[config.mk]
export PLATFORM = sky130hd
export DESIGN_NAME = cmos_capture_16b
export DESIGN_NICKNAME = d
export VERILOG_FILES = /design/src/rtl/cmos_cap_pkg.sv /design/src/rtl/cmos_capture_16b_sync_edge.sv /design/src/rtl/cmos_capture_16b.sv
export SDC_FILE = /design/constraint.sdc
export NUM_CORES = 1
export LEC_CHECK = 0
export BUFFER_PORTS_ARGS = -buffer_cell sky130_fd_sc_hd__buf_2
export CAP_MARGIN = 0
export CORE_ASPECT_RATIO = 1.4
export CORE_MARGIN = 5
export CORE_UTILIZATION = 57
export DETAILED_ROUTE_END_ITERATION = 10
export PLACE_DENSITY = 0.85
export SLEW_MARGIN = 20
export SYNTH_ARGS = -nofsm -noshare
export SYNTH_HDL_FRONTEND = slang
export SYNTH_HIERARCHICAL = 1
export SYNTH_SLANG_ARGS = --single-unit
[constraint.sdc]
create_clock -name cmos_pclk -period 2.31 [get_ports cmos_pclk]
set_clock_uncertainty 0.2 [all_clocks]
set_input_delay 0.5775 -clock cmos_pclk [delete_from_list [all_inputs] [get_ports cmos_pclk]]
set_output_delay 0.5775 -clock cmos_pclk [all_outputs]
set_load 0.01 [all_outputs]
[src/rtl/cmos_cap_pkg.sv]
// Shared types, defaults and helpers for the CMOS DVP capture front-end.
// The IMG_ROW/IMG_COL defaults here are also used by img_proc.
package cmos_cap_pkg;

  typedef enum logic [1:0] {
    ST_SKIP       = 2'd0,
    ST_WAIT_FRAME = 2'd1,
    ST_CAPTURE    = 2'd2,
    ST_DONE       = 2'd3
  } cap_state_e;

  localparam bit BYTE_HI_FIRST = 1'b1;
  localparam int IMG_ROW_DEF   = 8;
  localparam int IMG_COL_DEF   = 512;

  function automatic int cnt_width(input int max_val);
    return (max_val < 1) ? 1 : $clog2(max_val + 1);
  endfunction

  // The first byte of a sensor pair is placed according to BYTE_HI_FIRST.
  function automatic logic [15:0] pack_pixel(input logic [7:0] first_b, input logic [7:0] second_b);
    if (BYTE_HI_FIRST) begin
      return {first_b, second_b};
    end else begin
      return {second_b, first_b};
    end
  endfunction

endpackage

[src/rtl/cmos_capture_16b_sync_edge.sv]
// Input register stage for the DVP pins: one capture flop per pin, a second
// delay stage on vsync/href, and the frame/line edge strobes derived from them.
module cmos_sync_edge #(
  parameter bit VSYNC_POL = 1'b1
) (
  input  logic       clk,
  input  logic       rst,
  input  logic       vsync_i,
  input  logic       href_i,
  input  logic [7:0] d_i,
  output logic       vs_start,
  output logic       vs_act,
  output logic       href_r,
  output logic       href_fall,
  output logic [7:0] d_r
);

  logic       vs_d, vs_q, vs_dly_d, vs_dly_q;
  logic       href_d, href_q, href_dly_d, href_dly_q;
  logic [7:0] d_d, d_q;

  // next-state for the capture and delay stages; vsync normalised to active-high
  always_comb begin
    vs_d       = (vsync_i == VSYNC_POL);
    href_d     = href_i;
    d_d        = d_i;
    vs_dly_d   = vs_q;
    href_dly_d = href_q;
  end

  // pin capture and edge-detect delay flops
  always_ff @(posedge clk or posedge rst) begin
    if (rst) begin
      vs_q       <= 1'b0;
      vs_dly_q   <= 1'b0;
      href_q     <= 1'b0;
      href_dly_q <= 1'b0;
      d_q        <= 8'h00;
    end else begin
      vs_q       <= vs_d;
      vs_dly_q   <= vs_dly_d;
      href_q     <= href_d;
      href_dly_q <= href_dly_d;
      d_q        <= d_d;
    end
  end

  assign vs_act    = vs_q & ~vs_dly_q;
  assign vs_start  = ~vs_q & vs_dly_q;
  assign href_r    = href_q;
  assign href_fall = ~href_q & href_dly_q;
  assign d_r       = d_q;

endmodule

[src/rtl/cmos_capture_16b.sv]
// DVP capture: skips start-up frames, then packs byte pairs into RGB565 for one
// IMG_ROW x IMG_COL window. Define CMOS_CAP_CONTINUOUS_EN to capture every frame.
module cmos_capture_16b
  import cmos_cap_pkg::*;
#(
  parameter int IMG_ROW     = IMG_ROW_DEF,
  parameter int IMG_COL     = IMG_COL_DEF,
  parameter int SKIP_FRAMES = 10,
  parameter bit VSYNC_POL   = 1'b1
) (
  input  logic        cmos_pclk,
  input  logic        rst,
  input  logic        cmos_vsync,
  input  logic        cmos_href,
  input  logic [7:0]  cmos_d,
  output logic [15:0] data_16b,
  output logic        data_16b_en,
  output logic        cmos_data_valid,
  output logic        frame_done,
  output logic        frame_err
);

  localparam int LW = cnt_width(IMG_ROW);
  localparam int PW = cnt_width(IMG_COL);
  localparam int SW = cnt_width(SKIP_FRAMES);
  localparam logic [LW-1:0] ROW_MAX   = LW'(IMG_ROW);
  localparam logic [PW-1:0] COL_MAX   = PW'(IMG_COL);
  localparam logic [SW-1:0] SKIP_LAST = SW'(SKIP_FRAMES);
  localparam logic [LW-1:0] LINE_ONE  = LW'(1'b1);
  localparam logic [PW-1:0] PIX_ONE   = PW'(1'b1);
  localparam logic [SW-1:0] SKIP_ONE  = SW'(1'b1);

  logic       vs_start_s, vs_act_s, href_r_s, href_fall_s;
  logic [7:0] d_r_s;

  cmos_sync_edge #(.VSYNC_POL(VSYNC_POL)) u_sync (
    .clk       (cmos_pclk),
    .rst       (rst),
    .vsync_i   (cmos_vsync),
    .href_i    (cmos_href),
    .d_i       (cmos_d),
    .vs_start  (vs_start_s),
    .vs_act    (vs_act_s),
    .href_r    (href_r_s),
    .href_fall (href_fall_s),
    .d_r       (d_r_s)
  );

  cap_state_e    state_d, state_q;
  logic [SW-1:0] skip_cnt_d, skip_cnt_q;
  logic [LW-1:0] line_cnt_d, line_cnt_q;
  logic [PW-1:0] pixel_cnt_d, pixel_cnt_q;
  logic          phase_d, phase_q;
  logic [7:0]    hi_byte_d, hi_byte_q;
  logic [15:0]   data_d, data_q;
  logic          en_d, en_q, valid_d, valid_q, done_d, done_q, err_d, err_q;

  // frame sequencing, byte packing and line/frame accounting
  always_comb begin
    state_d     = state_q;
    skip_cnt_d  = skip_cnt_q;
    line_cnt_d  = line_cnt_q;
    pixel_cnt_d = pixel_cnt_q;
    phase_d     = phase_q;
    hi_byte_d   = hi_byte_q;
    data_d      = data_q;
    en_d        = 1'b0;
    valid_d     = valid_q;
    done_d      = 1'b0;
    err_d       = err_q;
    case (state_q)
      ST_SKIP: begin
        valid_d = 1'b0;
        if (SKIP_FRAMES == 0) begin
          state_d = ST_WAIT_FRAME;
        end else if (vs_act_s) begin
          skip_cnt_d = skip_cnt_q + SKIP_ONE;
          if (skip_cnt_q + SKIP_ONE == SKIP_LAST) state_d = ST_WAIT_FRAME;
          else state_d = ST_SKIP;
        end else begin
          state_d = ST_SKIP;
        end
      end
      ST_WAIT_FRAME: begin
        if (vs_start_s) begin
          state_d     = ST_CAPTURE;
          valid_d     = 1'b1;
          line_cnt_d  = {LW{1'b0}};
          pixel_cnt_d = {PW{1'b0}};
          phase_d     = 1'b0;
        end else begin
          valid_d = 1'b0;
        end
      end
      ST_CAPTURE: begin
        // Line end takes priority over a coincident vsync so a completing line still finishes the frame.
        if (href_fall_s) begin
          line_cnt_d  = line_cnt_q + LINE_ONE;
          pixel_cnt_d = {PW{1'b0}};
          phase_d     = 1'b0;
          if (phase_q || (pixel_cnt_q < COL_MAX)) err_d = 1'b1;
          else err_d = err_q;
          if (line_cnt_q + LINE_ONE == ROW_MAX) begin
            state_d = ST_DONE;
            valid_d = 1'b0;
            done_d  = 1'b1;
          end else if (vs_act_s) begin
            state_d = ST_WAIT_FRAME;
            valid_d = 1'b0;
            err_d   = 1'b1;
          end else begin
            state_d = ST_CAPTURE;
          end
        end else if (vs_act_s) begin
          state_d = ST_WAIT_FRAME;
          valid_d = 1'b0;
          err_d   = 1'b1;
        end else if (href_r_s) begin
          phase_d = ~phase_q;
          if (!phase_q) begin
            hi_byte_d = d_r_s;
          end else if (pixel_cnt_q < COL_MAX) begin
            data_d      = pack_pixel(hi_byte_q, d_r_s);
            en_d        = 1'b1;
            pixel_cnt_d = pixel_cnt_q + PIX_ONE;
          end else begin
            pixel_cnt_d = pixel_cnt_q;
          end
        end else begin
          state_d = ST_CAPTURE;
        end
      end
      ST_DONE: begin
        valid_d = 1'b0;
`ifdef CMOS_CAP_CONTINUOUS_EN
        state_d = ST_WAIT_FRAME;
`else
        state_d = ST_DONE;
`endif
      end
      default: begin
        state_d = ST_SKIP;
        valid_d = 1'b0;
      end
    endcase
  end

  // state, counters and registered outputs
  always_ff @(posedge cmos_pclk or posedge rst) begin
    if (rst) begin
      state_q     <= ST_SKIP;
      skip_cnt_q  <= {SW{1'b0}};
      line_cnt_q  <= {LW{1'b0}};
      pixel_cnt_q <= {PW{1'b0}};
      phase_q     <= 1'b0;
      hi_byte_q   <= 8'h00;
      data_q      <= 16'h0000;
      en_q        <= 1'b0;
      valid_q     <= 1'b0;
      done_q      <= 1'b0;
      err_q       <= 1'b0;
    end else begin
      state_q     <= state_d;
      skip_cnt_q  <= skip_cnt_d;
      line_cnt_q  <= line_cnt_d;
      pixel_cnt_q <= pixel_cnt_d;
      phase_q     <= phase_d;
      hi_byte_q   <= hi_byte_d;
      data_q      <= data_d;
      en_q        <= en_d;
      valid_q     <= valid_d;
      done_q      <= done_d;
      err_q       <= err_d;
    end
  end

  assign data_16b        = data_q;
  assign data_16b_en     = en_q;
  assign cmos_data_valid = valid_q;
  assign frame_done      = done_q;
  assign frame_err       = err_q;

endmodule

==> summary.md, run 1 <==
| Metric | Value |
|---|---|
| Status | `completed` |
| Maximum VDD drop | `0.6875 mV` |
| Clk pwr share | `38.9%` |
| Fill cell count | `335` |
| Post-CTS setup buffer count | `0` |
| Via/cell ratio | `5.353` |
| P_int | `1.770 mW` |
| Pwr/cell area | `788.4 nW/µm²` |
| Bufs on Longest Clock Path | `2` |
| Crit start category | `register` |
| RSZ-0062 raised after global routing | `false` |
| Period utilisation layout | `94.30%` |
| Setup_tns | `0 ns` |
| Number of max-cap violations | `0` |
| WL/cell | `14.64 µm` |
| Hpwl dp | `3208 µm` |
| Final GP Congestion | `0.7615` |
| Relative max-transition margin | `58.77%` |
| IO buf count | `31` |
| Vias in the first global route | `1752` |
| Yosys warns | `6` |
| Post-synth EDFFs | `0` |
| Grt ovf | `0` |
| Routed Wire Length | `4524 µm` |
| Post-route ant nets | `0` |
| Worst stage delay on the critical path | `0.61 ns` |
| Share of layout cells above drive strength 1 | `35.22%` |
| Die Span Y | `89.39 µm` |
| Hold buffer count at cts | `0` |
| 1st-iter DRT viols | `108` |
| Setup CP Type | `reg2reg` |
| Leak pwr | `1.570 nW` |
| Switching share of power | `25.77%` |
| Register area share after synthesis | `59.48%` |
| Final #Nets | `258` |
| Initial antenna violation count | `0` |
| Final hold vios | `0` |
| Pins Over Slew Limit | `0` |
| DR DRC count | `0` |
| Pre-antenna DRT Iters | `4` |
| CTS Buf Count | `9` |
| DIE AREA | `5963 µm²` |
| Final Critical Period | `2.178 ns` |
| Initial Utilization | `57.50%` |
| Number of diodes | `0` |
| First-pass GRT wire length | `7859 µm` |
| Placed cell count | `293` |
| Worst-path cell chain | `nor2b_1, or3b_1, or3b_1, mux2_4` |
| Netlist cell types | `46` |
| CORE AREA | `4463 µm²` |
| Post-Syn Instances | `199` |
| Synth Register Bits | `61` |
| Most used cell, CP | `or3b_1` |
| Min-Delay Path Class | `in2async` |
| Worst-skew pair later-pin latency | `0.33 ns` |
| Multi-input logic area | `967.2 µm²` |
| CP endpoint kind | `register` |
| Ys flop type | `dfrtp_1` |
| Async SR Flop Fraction | `100.0%` |
| Area growth syn-to-layout | `17.84%` |
| Worst-path fanout max | `9` |
| Largest net degree at the start of global routing | `29` |
| Root Buffer Master | `clkbuf_8` |
| Peak Freq | `0.4591 GHz` |
| H-tree depth | `3` |
| Syn Std Cell Area | `2566 µm²` |
| GRT Util Overall | `18.15%` |
| Least-Margin Pin Slew | `0.6175 ns` |
| Avg Inst Size Synth | `12.90 µm²` |
| Top Ports | `32` |
| FF+latch area | `1526 µm²` |
| Row count | `29` |
| Post-Synthesis Net Count | `215` |
| Worst path slowest cell | `or3b_1` |
| Sw Pwr | `0.6144 mW` |
| Number of gates resized after CTS | `0` |
| Data required, critical path | `2.32 ns` |
| Via count | `1654` |
| Fin cells | `309` |
| Die X-Extent | `66.71 µm` |
| CTS Sinks | `61` |
| Crit path max-delay family | `simple AND/OR/NAND/NOR gates` |
| Setup Viol. Count Final | `0` |
| CTS tree | `built` |
| Sequential power share | `51.6%` |
| Clock input transition at the sequential cells of the worst setup and hold paths | `0.07 ns` |
| Logic pwr share | `9.5%` |
| Arr. time, crit path | `2.19 ns` |
| WP buf/inv | `0` |
[layout by cell type, fill, tap and decap left out, types with 2 or more instances in the layout]
| master | synthesis | layout |
|---|---|---|
| xor2_1 | 10 | 10 |
| and2b_2 | 2 | 2 |
| nor2b_1 | 4 | 4 |
| a21oi_1 | 3 | 3 |
| nand3_1 | 5 | 5 |
| or3b_1 | 2 | 2 |
| buf_4 | 1 | 7 |
| mux2_2 | 16 | 16 |
| clkinvlp_4 | 0 | 3 |
| inv_1 | 7 | 6 |
| clkbuf_8 | 0 | 9 |
| and4_1 | 3 | 3 |
| ha_1 | 4 | 4 |
| buf_2 | 0 | 31 |
| a31oi_1 | 2 | 2 |
| o31ai_1 | 2 | 2 |
| mux2_4 | 8 | 8 |
| xnor2_1 | 2 | 2 |
| nand2_1 | 12 | 12 |
| and2_1 | 2 | 2 |
| nand2b_1 | 2 | 2 |
| nand4_1 | 4 | 4 |
| o21ai_0 | 10 | 10 |
| nor2_1 | 10 | 10 |
| dfrtp_1 | 61 | 61 |
[worst register-to-register path, cell delays in order (launching register included)]
cell and delay (ns):
dfrtp_1 0.37, nor2b_1 0.13, or3b_1 0.37, or3b_1 0.61, mux2_4 0.38
[through the flow]
stage | setup slack (ns) | hold WS [ns] | utilization (%) | total power, mW | instance area [µm²]
6_report | 0.1318 | 0.05912 | 67.76 | 2.384 | 3024
3_3_place_gp | 0.1851 | 0.1717 | 63.30 | 1.470 | 2825
2_1_floorplan | 0.2845 | 0.1601 | - | 1.404 | 2566
3_5_place_dp | 0.1465 | 0.1775 | 63.30 | 1.482 | 2825
5_1_grt | 0.02939 | 0.08506 | 67.76 | 2.517 | 3024
4_1_cts | 0.1262 | 0.05399 | 67.76 | 2.418 | 3024
[layer usage]
| metal | global-route usage [%] | share of wire (%) |
|---|---|---|
| met5 | 0 | 0 |
| met4 | 9.612 | 1.4 |
| met3 | 5.409 | 4.2 |
| met2 | 28.79 | 52 |
| met1 | 22.31 | 42 |
[path summary, 6_finish.rpt]
check	from	endpoint	slack (ns)	depth (start not counted)
worst max-delay path	u_sync/href_dly_q$_DFF_PP0_	hi_byte_q[3]$_DFFE_PP0P_	0.13	4
worst min-delay path	rst	u_sync/d_r[4]$_DFF_PP0_	0.06	2
worst max register to register	u_sync/href_dly_q$_DFF_PP0_	hi_byte_q[3]$_DFFE_PP0P_	0.13	4
worst min register to register	u_sync/vs_dly_d$_DFF_PP0_	u_sync/vs_dly_q$_DFF_PP0_	0.19	0
max in group asynchronous	rst	data_16b[15]$_DFFE_PP0P_	1.26	3
min in group cmos_pclk	cmos_d[2]	u_sync/d_r[2]$_DFF_PP0_	0.14	1
[power groups by stage]
stage          combinational (mW)  sequential [mW]  clock, mW
2_1_floorplan               0.172             1.23          0
6_report                    0.227             1.23      0.927
3_5_place_dp                0.231             1.25          0
4_1_cts                     0.232             1.23      0.955
5_1_grt                     0.262             1.24       1.01
3_3_place_gp                0.224             1.25          0
[kinds of logic (layout without fill, tap and decap cells)]
family / after synthesis / count (layout) / synth area share [%]
and+or+nand+nor: 59 / 59 / 13.65
AOI/OAI and AO/OA: 25 / 25 / 6.290
DFF: 61 / 61 / 59.48
xor gates and xnor gates: 12 / 12 / 4.096
muxes: 24 / 24 / 11.70
adders and majority gates: 4 / 4 / 1.950
buffers and inverters: 14 / 62 / 2.828
[flip-flops by register name, summed over array words and instances (netlist names)]
| register | count |
|---|---|
| cmos_data_valid | 1 |
| data_16b | 16 |
| data_16b_en | 1 |
| frame_done | 1 |
| frame_err | 1 |
| hi_byte_q | 8 |
| line_cnt_q | 4 |
| phase_q | 1 |
| pixel_cnt_q | 10 |
| skip_cnt_q | 4 |
| state_q | 2 |
| u_sync/d_r | 8 |
| u_sync/href_dly_q | 1 |
| u_sync/href_r | 1 |
| u_sync/vs_dly_d | 1 |
| u_sync/vs_dly_q | 1 |
[cell usage after synthesis, types with 2 or more instances]
cell       n  area share, %
clkbuf_1   3           0.44
nor2_1    10            1.5
and2_1     2           0.49
inv_1      7            1.0
o31ai_1    2           0.58
nand3_1    5           0.97
nor2b_1    4           0.97
mux2_4     8            4.7
ha_1       4            2.0
xnor2_1    2           0.68
o21ai_0   10            2.0
a21oi_1    3           0.58
buf_6      2           0.88
and2b_2    2           0.68
dfrtp_1   61             59
and4_1     3            1.0
nand2_1   12            1.8
or3b_1     2           0.68
a31oi_1    2           0.49
nand4_1    4           0.97
mux2_2    16            7.0
nand2b_1   2           0.49
xor2_1    10            3.4
[cell type report]
type	instances	area share [%]
flip-flops and latches	61	50.48
multi-input cells	124	31.98
repair buffers	39	7.530
clock buffers	9	4.096
well taps	62	2.565
clock inverters	7	2.482
inverters	7	0.8688
Note: power is estimated with default switching activity, not from simulation.
==> run 2: changes to the inputs <==
==> constraint.sdc (replaced) <==
create_clock -name cmos_pclk -period 2.31 [get_ports cmos_pclk]
set_clock_uncertainty 0.2 [all_clocks]
set_input_delay 0.231 -clock cmos_pclk [delete_from_list [all_inputs] [get_ports cmos_pclk]]
set_output_delay 0.231 -clock cmos_pclk [all_outputs]
set_load 0.01 [all_outputs]
==> run 2 against run 1 <==
  * Global-route usage grew 2.5 points
  * Final cell count increased by 3.9%
  * Clock power grew 2%
  * Worst hold slack gained 0.13 ns
  * Critical path type unchanged
  * Power up 1.8%
  * Combinational power grew 11%
  * Die area is the same
  * Non-clock buffer count up 12
==> summary.md, run 2 (synthesis results as in run 1) <==
| Metric | Value |
|---|---|
| Status | `completed` |
| Total power | `2.427 mW` |
| Pre-antenna DRT Iters | `4` |
| IO buf count | `31` |
| Peak Freq | `0.4582 GHz` |
| Arr. time, crit path | `2.21 ns` |
| CTS tree | `built` |
| Hpwl dp | `3389 µm` |
| Final hold vios | `0` |
| Initial antenna violation count | `0` |
| Die X-Extent | `66.71 µm` |
| Top Ports | `32` |
| GRT Util Overall | `20.68%` |
| Final WS setup | `0.1274 ns` |
| Worst-path fanout max | `9` |
| Via count | `1735` |
| Most common cell after layout, fill and taps aside | `dfrtp_1` |
| Initial Utilization | `57.50%` |
| Final Critical Period | `2.183 ns` |
| Die Span Y | `89.39 µm` |
| CTS Sinks | `61` |
| Min-Delay Path Class | `reg2reg` |
| Most frequent cells in the layout | `dfrtp_1 (61), buf_2 (31), mux2_2 (16), nand2_1 (12), dlygate4sd3_1 (11)` |
| Period utilisation layout | `94.48%` |
| Design Area, Final | `3129 µm²` |
| Root Buffer Master | `clkbuf_8` |
| Hold slack final | `0.1895 ns` |
| Pins Over Slew Limit | `0` |
| Worst-skew pair later-pin latency | `0.34 ns` |
| Post-route ant nets | `0` |
| CTS Buf Count | `9` |
| Pwr/cell area | `775.5 nW/µm²` |
| Clock input transition at the sequential cells of the worst setup and hold paths | `0.07 ns` |
| Share of layout cells above drive strength 1 | `33.98%` |
| Relative max-transition margin | `65.18%` |
| Number of diodes | `0` |
| Setup_tns | `0 ns` |
| RSZ-0062 raised after global routing | `false` |
| Max reg flops | `16` |
| Data required, critical path | `2.34 ns` |
| Crit start category | `register` |
| Number of max-cap violations | `0` |
| Placed inst area | `2820 µm²` |
| H-tree depth | `3` |
| WL/cell | `16.31 µm` |
| 1st-iter DRT viols | `80` |
| Setup CP Type | `reg2reg` |
| DR DRC count | `0` |
| Vias in the first global route | `1865` |
| DIE AREA | `5963 µm²` |
| Routed Wire Length | `5235 µm` |
| Setup WS pre-CTS | `0.1368 ns` |
| Leak pwr | `1.616 nW` |
| Final #Nets | `270` |
| First-pass GRT wire length | `8880 µm` |
| Post-CTS setup buffer count | `0` |
| CORE AREA | `4463 µm²` |
| Via/cell ratio | `5.405` |
| Row count | `29` |
| Largest net degree at the start of global routing | `20` |
| CP endpoint kind | `register` |
| Least-Margin Pin Slew | `0.5224 ns` |
| Setup Viol. Count Final | `0` |
| Area growth syn-to-layout | `21.94%` |
| Maximum VDD drop | `0.6720 mV` |
| Final GP Congestion | `0.7581` |
| Grt ovf | `0` |
| Bufs on Longest Clock Path | `2` |
run 2: cell count changes in the layout (fill, tap and decap cells not counted):
cell	change
buf_12	-1
buf_4	+2
dlygate4sd3_1	+11
run 2: timing repair:
item                      in CTS  in global routing
gates resized for setup        0                  0
hold endpoints to repair      39                  0
hold buffers                  11                  0
run 2: final cells by class:
class,count,area [µm²]
clock inverter,7,75.07
multi-input combinational,124,967.2
clock buffer,9,123.9
fill,307,1334
tap,62,77.57
timing repair buffer,51,332.8
inverter,7,26.28
sequential,61,1526
run 2: stage by stage:
stage                     instances  utilization, %
after global routing            321           70.11
final                           321           70.11
after detailed placement        294           63.19
after CTS                       321           70.11
after floorplan                 199               -
after global placement          294           63.19
run 2: where the power goes:
group	leakage [nW]	internal [mW]	switching, mW	total (mW)
Combinational	0.710	0.132	0.119	0.251
Sequential	0.814	1.15	0.0806	1.23
Clock	0.0918	0.500	0.444	0.945
run 2: path summary, 6_finish.rpt:
check	start	endpoint	slack, ns	depth (start not counted)
setup / recovery	u_sync/href_dly_q$_DFF_PP0_	hi_byte_q[4]$_DFFE_PP0P_	0.13	4
hold / removal	u_sync/vs_dly_d$_DFF_PP0_	u_sync/vs_dly_q$_DFF_PP0_	0.19	0
setup reg to reg	u_sync/href_dly_q$_DFF_PP0_	hi_byte_q[4]$_DFFE_PP0P_	0.13	4
hold reg to reg	u_sync/vs_dly_d$_DFF_PP0_	u_sync/vs_dly_q$_DFF_PP0_	0.19	0
max in group asynchronous	rst	data_16b_en$_DFF_PP0_	1.05	4
min in group asynchronous	rst	hi_byte_q[0]$_DFFE_PP0P_	0.26	3
run 2: critical path: stages, from the launching register on:
cell and delay (ns):
dfrtp_1 0.36, nor2b_1 0.13, or3b_1 0.37, or3b_1 0.63
mux2_4 0.39
run 2: metal layers:
layer | share of wire (%) | up-vias | GRT usage, %
li1 | - | 819 | -
met1 | 37 | 859 | 22.91
met2 | 55 | 44 | 35.74
met3 | 4.8 | 13 | 6.541
met4 | 2.6 | 0 | 9.982
met5 | 0 | - | 0
==> run 3: changes to the inputs <==
Settings changed: BUFFER_PORTS_ARGS -buffer_cell sky130_fd_sc_hd__buf_2 to -buffer_cell sky130_fd_sc_hd__buf_4.
==> run 3 against run 2 <==
  * Sequential share of layout area shrank 1.4 points
  * First-iteration DRC count shrank 39%
  * Largest cell class unchanged
  * Wire length grew 1.1%
  * Worst hold slack gained 0.045 ns
  * Utilization grew 2.1 points
  * Via count shrank 0.52%
  * Die area is the same
  * Sequential power is essentially flat
  * Combinational power grew 9.2%
  * Highest routed layer unchanged
  * Sequential cell count is the same
  * Power grew 4.2%
==> summary.md, run 3 (synthesis results as in run 1) <==
| Metric | Value |
|---|---|
| Status | `completed` |
| WL/cell | `16.50 µm` |
| Arr. time, crit path | `2.25 ns` |
| Number of gates resized after CTS | `0` |
| Initial antenna violation count | `0` |
| CP endpoint kind | `register` |
| Peak Freq | `0.4466 GHz` |
| Placed cell count | `294` |
| Clock input transition at the sequential cells of the worst setup and hold paths | `0.07 ns` |
| Die Span Y | `89.39 µm` |
| Max reg flops | `16` |
| Relative max-transition margin | `61.32%` |
| Setup slack, reg-to-reg | `0.07 ns` |
| CORE AREA | `4463 µm²` |
| Share of layout cells above drive strength 1 | `33.59%` |
| Top Ports | `32` |
| Post-route ant nets | `0` |
| Least-Margin Pin Slew | `0.5802 ns` |
| H-tree depth | `3` |
| Worst-path fanout max | `9` |
| Hpwl dp | `3272 µm` |
| Most common cell after layout, fill and taps aside | `dfrtp_1` |
| GRT Util Overall | `20.63%` |
| R2R depth | `4` |
| IO buf count | `31` |
| DIE AREA | `5963 µm²` |
| Via/cell ratio | `5.377` |
| Pwr/cell area | `784.8 nW/µm²` |
| Root Buffer Master | `clkbuf_8` |
| Setup_tns | `0 ns` |
| RSZ-0062 raised after global routing | `false` |
| Setup Viol. Count Final | `0` |
| Final core occ | `72.19%` |
| DR DRC count | `0` |
| Worst-skew pair later-pin latency | `0.33 ns` |
| Vias in the first global route | `1837` |
| CP endpoint | `hi_byte_q[1]$_DFFE_PP0P_` |
| Design Area, Final | `3222 µm²` |
| 1st-iter DRT viols | `49` |
| CTS Sinks | `61` |
| Most frequent cells in the layout | `dfrtp_1 (61), buf_4 (40), mux2_2 (16), nand2_1 (12), dlygate4sd3_1 (11)` |
| Setup CP Type | `reg2reg` |
| CTS Buf Count | `9` |
| Crit start category | `register` |
| First-pass GRT wire length | `8914 µm` |
| Fin cells | `321` |
| Number of diodes | `0` |
| Period utilisation layout | `96.94%` |
| Worst r2r dst | `hi_byte_q[1]$_DFFE_PP0P_` |
| Hold buffer count at cts | `11` |
| Worst Setup SP | `u_sync/href_dly_q$_DFF_PP0_` |
| Final #Nets | `270` |
| Pins Over Slew Limit | `0` |
| Min-Delay Path Class | `reg2reg` |
| Fill cell count | `307` |
| Routed Wire Length | `5295 µm` |
| Final GP Congestion | `0.7588` |
| Die X-Extent | `66.71 µm` |
| Final Critical Period | `2.239 ns` |
| Largest net degree at the start of global routing | `22` |
| CTS tree | `built` |
| Via count | `1726` |
| Bufs on Longest Clock Path | `2` |
| R2R Path Start | `u_sync/href_dly_q$_DFF_PP0_` |
| Final hold vios | `0` |
| Area growth syn-to-layout | `25.55%` |
| Number of max-cap violations | `0` |
| Row count | `29` |
| Pre-antenna DRT Iters | `4` |
| Leak pwr | `1.638 nW` |
| Grt ovf | `0` |
| Post-CTS setup buffer count | `0` |
| Initial Utilization | `57.50%` |
| Placed inst area | `2898 µm²` |
| Maximum VDD drop | `0.7673 mV` |
| Data required, critical path | `2.32 ns` |
[run 3: cell count changes in the layout (fill, tap and decap cells not counted)]
cell        before  now
clkinv_2         1    2
clkinvlp_4       3    1
clkinv_4         1    0
buf_4            9   40
bufinv_16        1    2
clkbuf_1         0    1
buf_2           31    0
[run 3: routing by layer]
metal  track usage (%)  wire length, µm
met1             24.08             2083
met4             10.91               85
met5                 0                0
met3             4.654              198
met2             35.20             2928
[run 3: layout make-up]
type                            instances  area (µm²)  area share (%)
Timing Repair Buffer                   51       410.4           12.74
Sequential cell                        61        1526           47.38
Inverter                                7       26.28          0.8155
Clock buffer                           10       127.6           3.961
Multi-Input combinational cell        124       967.2           30.02
Tap cell                               62       77.57           2.408
Clock inverter                          6       86.33           2.680
[run 3: worst min-delay path by stage]
| stage | to | cells past startpoint | from | slack, ns |
|---|---|---|---|---|
| finish | u_sync/href_dly_q$_DFF_PP0_ | 0 | u_sync/href_r$_DFF_PP0_ | 0.23 |
| global route | u_sync/href_dly_q$_DFF_PP0_ | 0 | u_sync/href_r$_DFF_PP0_ | 0.25 |
| CTS | u_sync/vs_dly_q$_DFF_PP0_ | 0 | u_sync/vs_dly_d$_DFF_PP0_ | 0.20 |
| detailed placement | data_16b[0]$_DFFE_PP0P_ | 2 | rst | 0.07 |
| global placement | data_16b[1]$_DFFE_PP0P_ | 2 | rst | 0.07 |
| floorplan | u_sync/d_r[0]$_DFF_PP0_ | 1 | rst | -0.10 |
[run 3: critical path: stages, from the launching register on]
cell and delay (ns):
dfrtp_1 0.36, nor2b_1 0.13, or3b_1 0.37, or3b_1 0.65, mux2_4 0.40
[run 3: through the flow]
stage | hold slack (ns) | setup slack, ns | power, mW
floorplan | -0.1043 | 0.2845 | 1.404
global placement | 0.07337 | 0.1742 | 1.477
detailed placement | 0.07243 | 0.1133 | 1.491
CTS | 0.1955 | 0.09057 | 2.522
global route | 0.2503 | 0.01696 | 2.642
finish | 0.2346 | 0.07068 | 2.529
[run 3: report_power, final]
part	internal, mW	switching [mW]
clock	0.607	0.411
sequential	1.15	0.0853
combinational	0.143	0.131
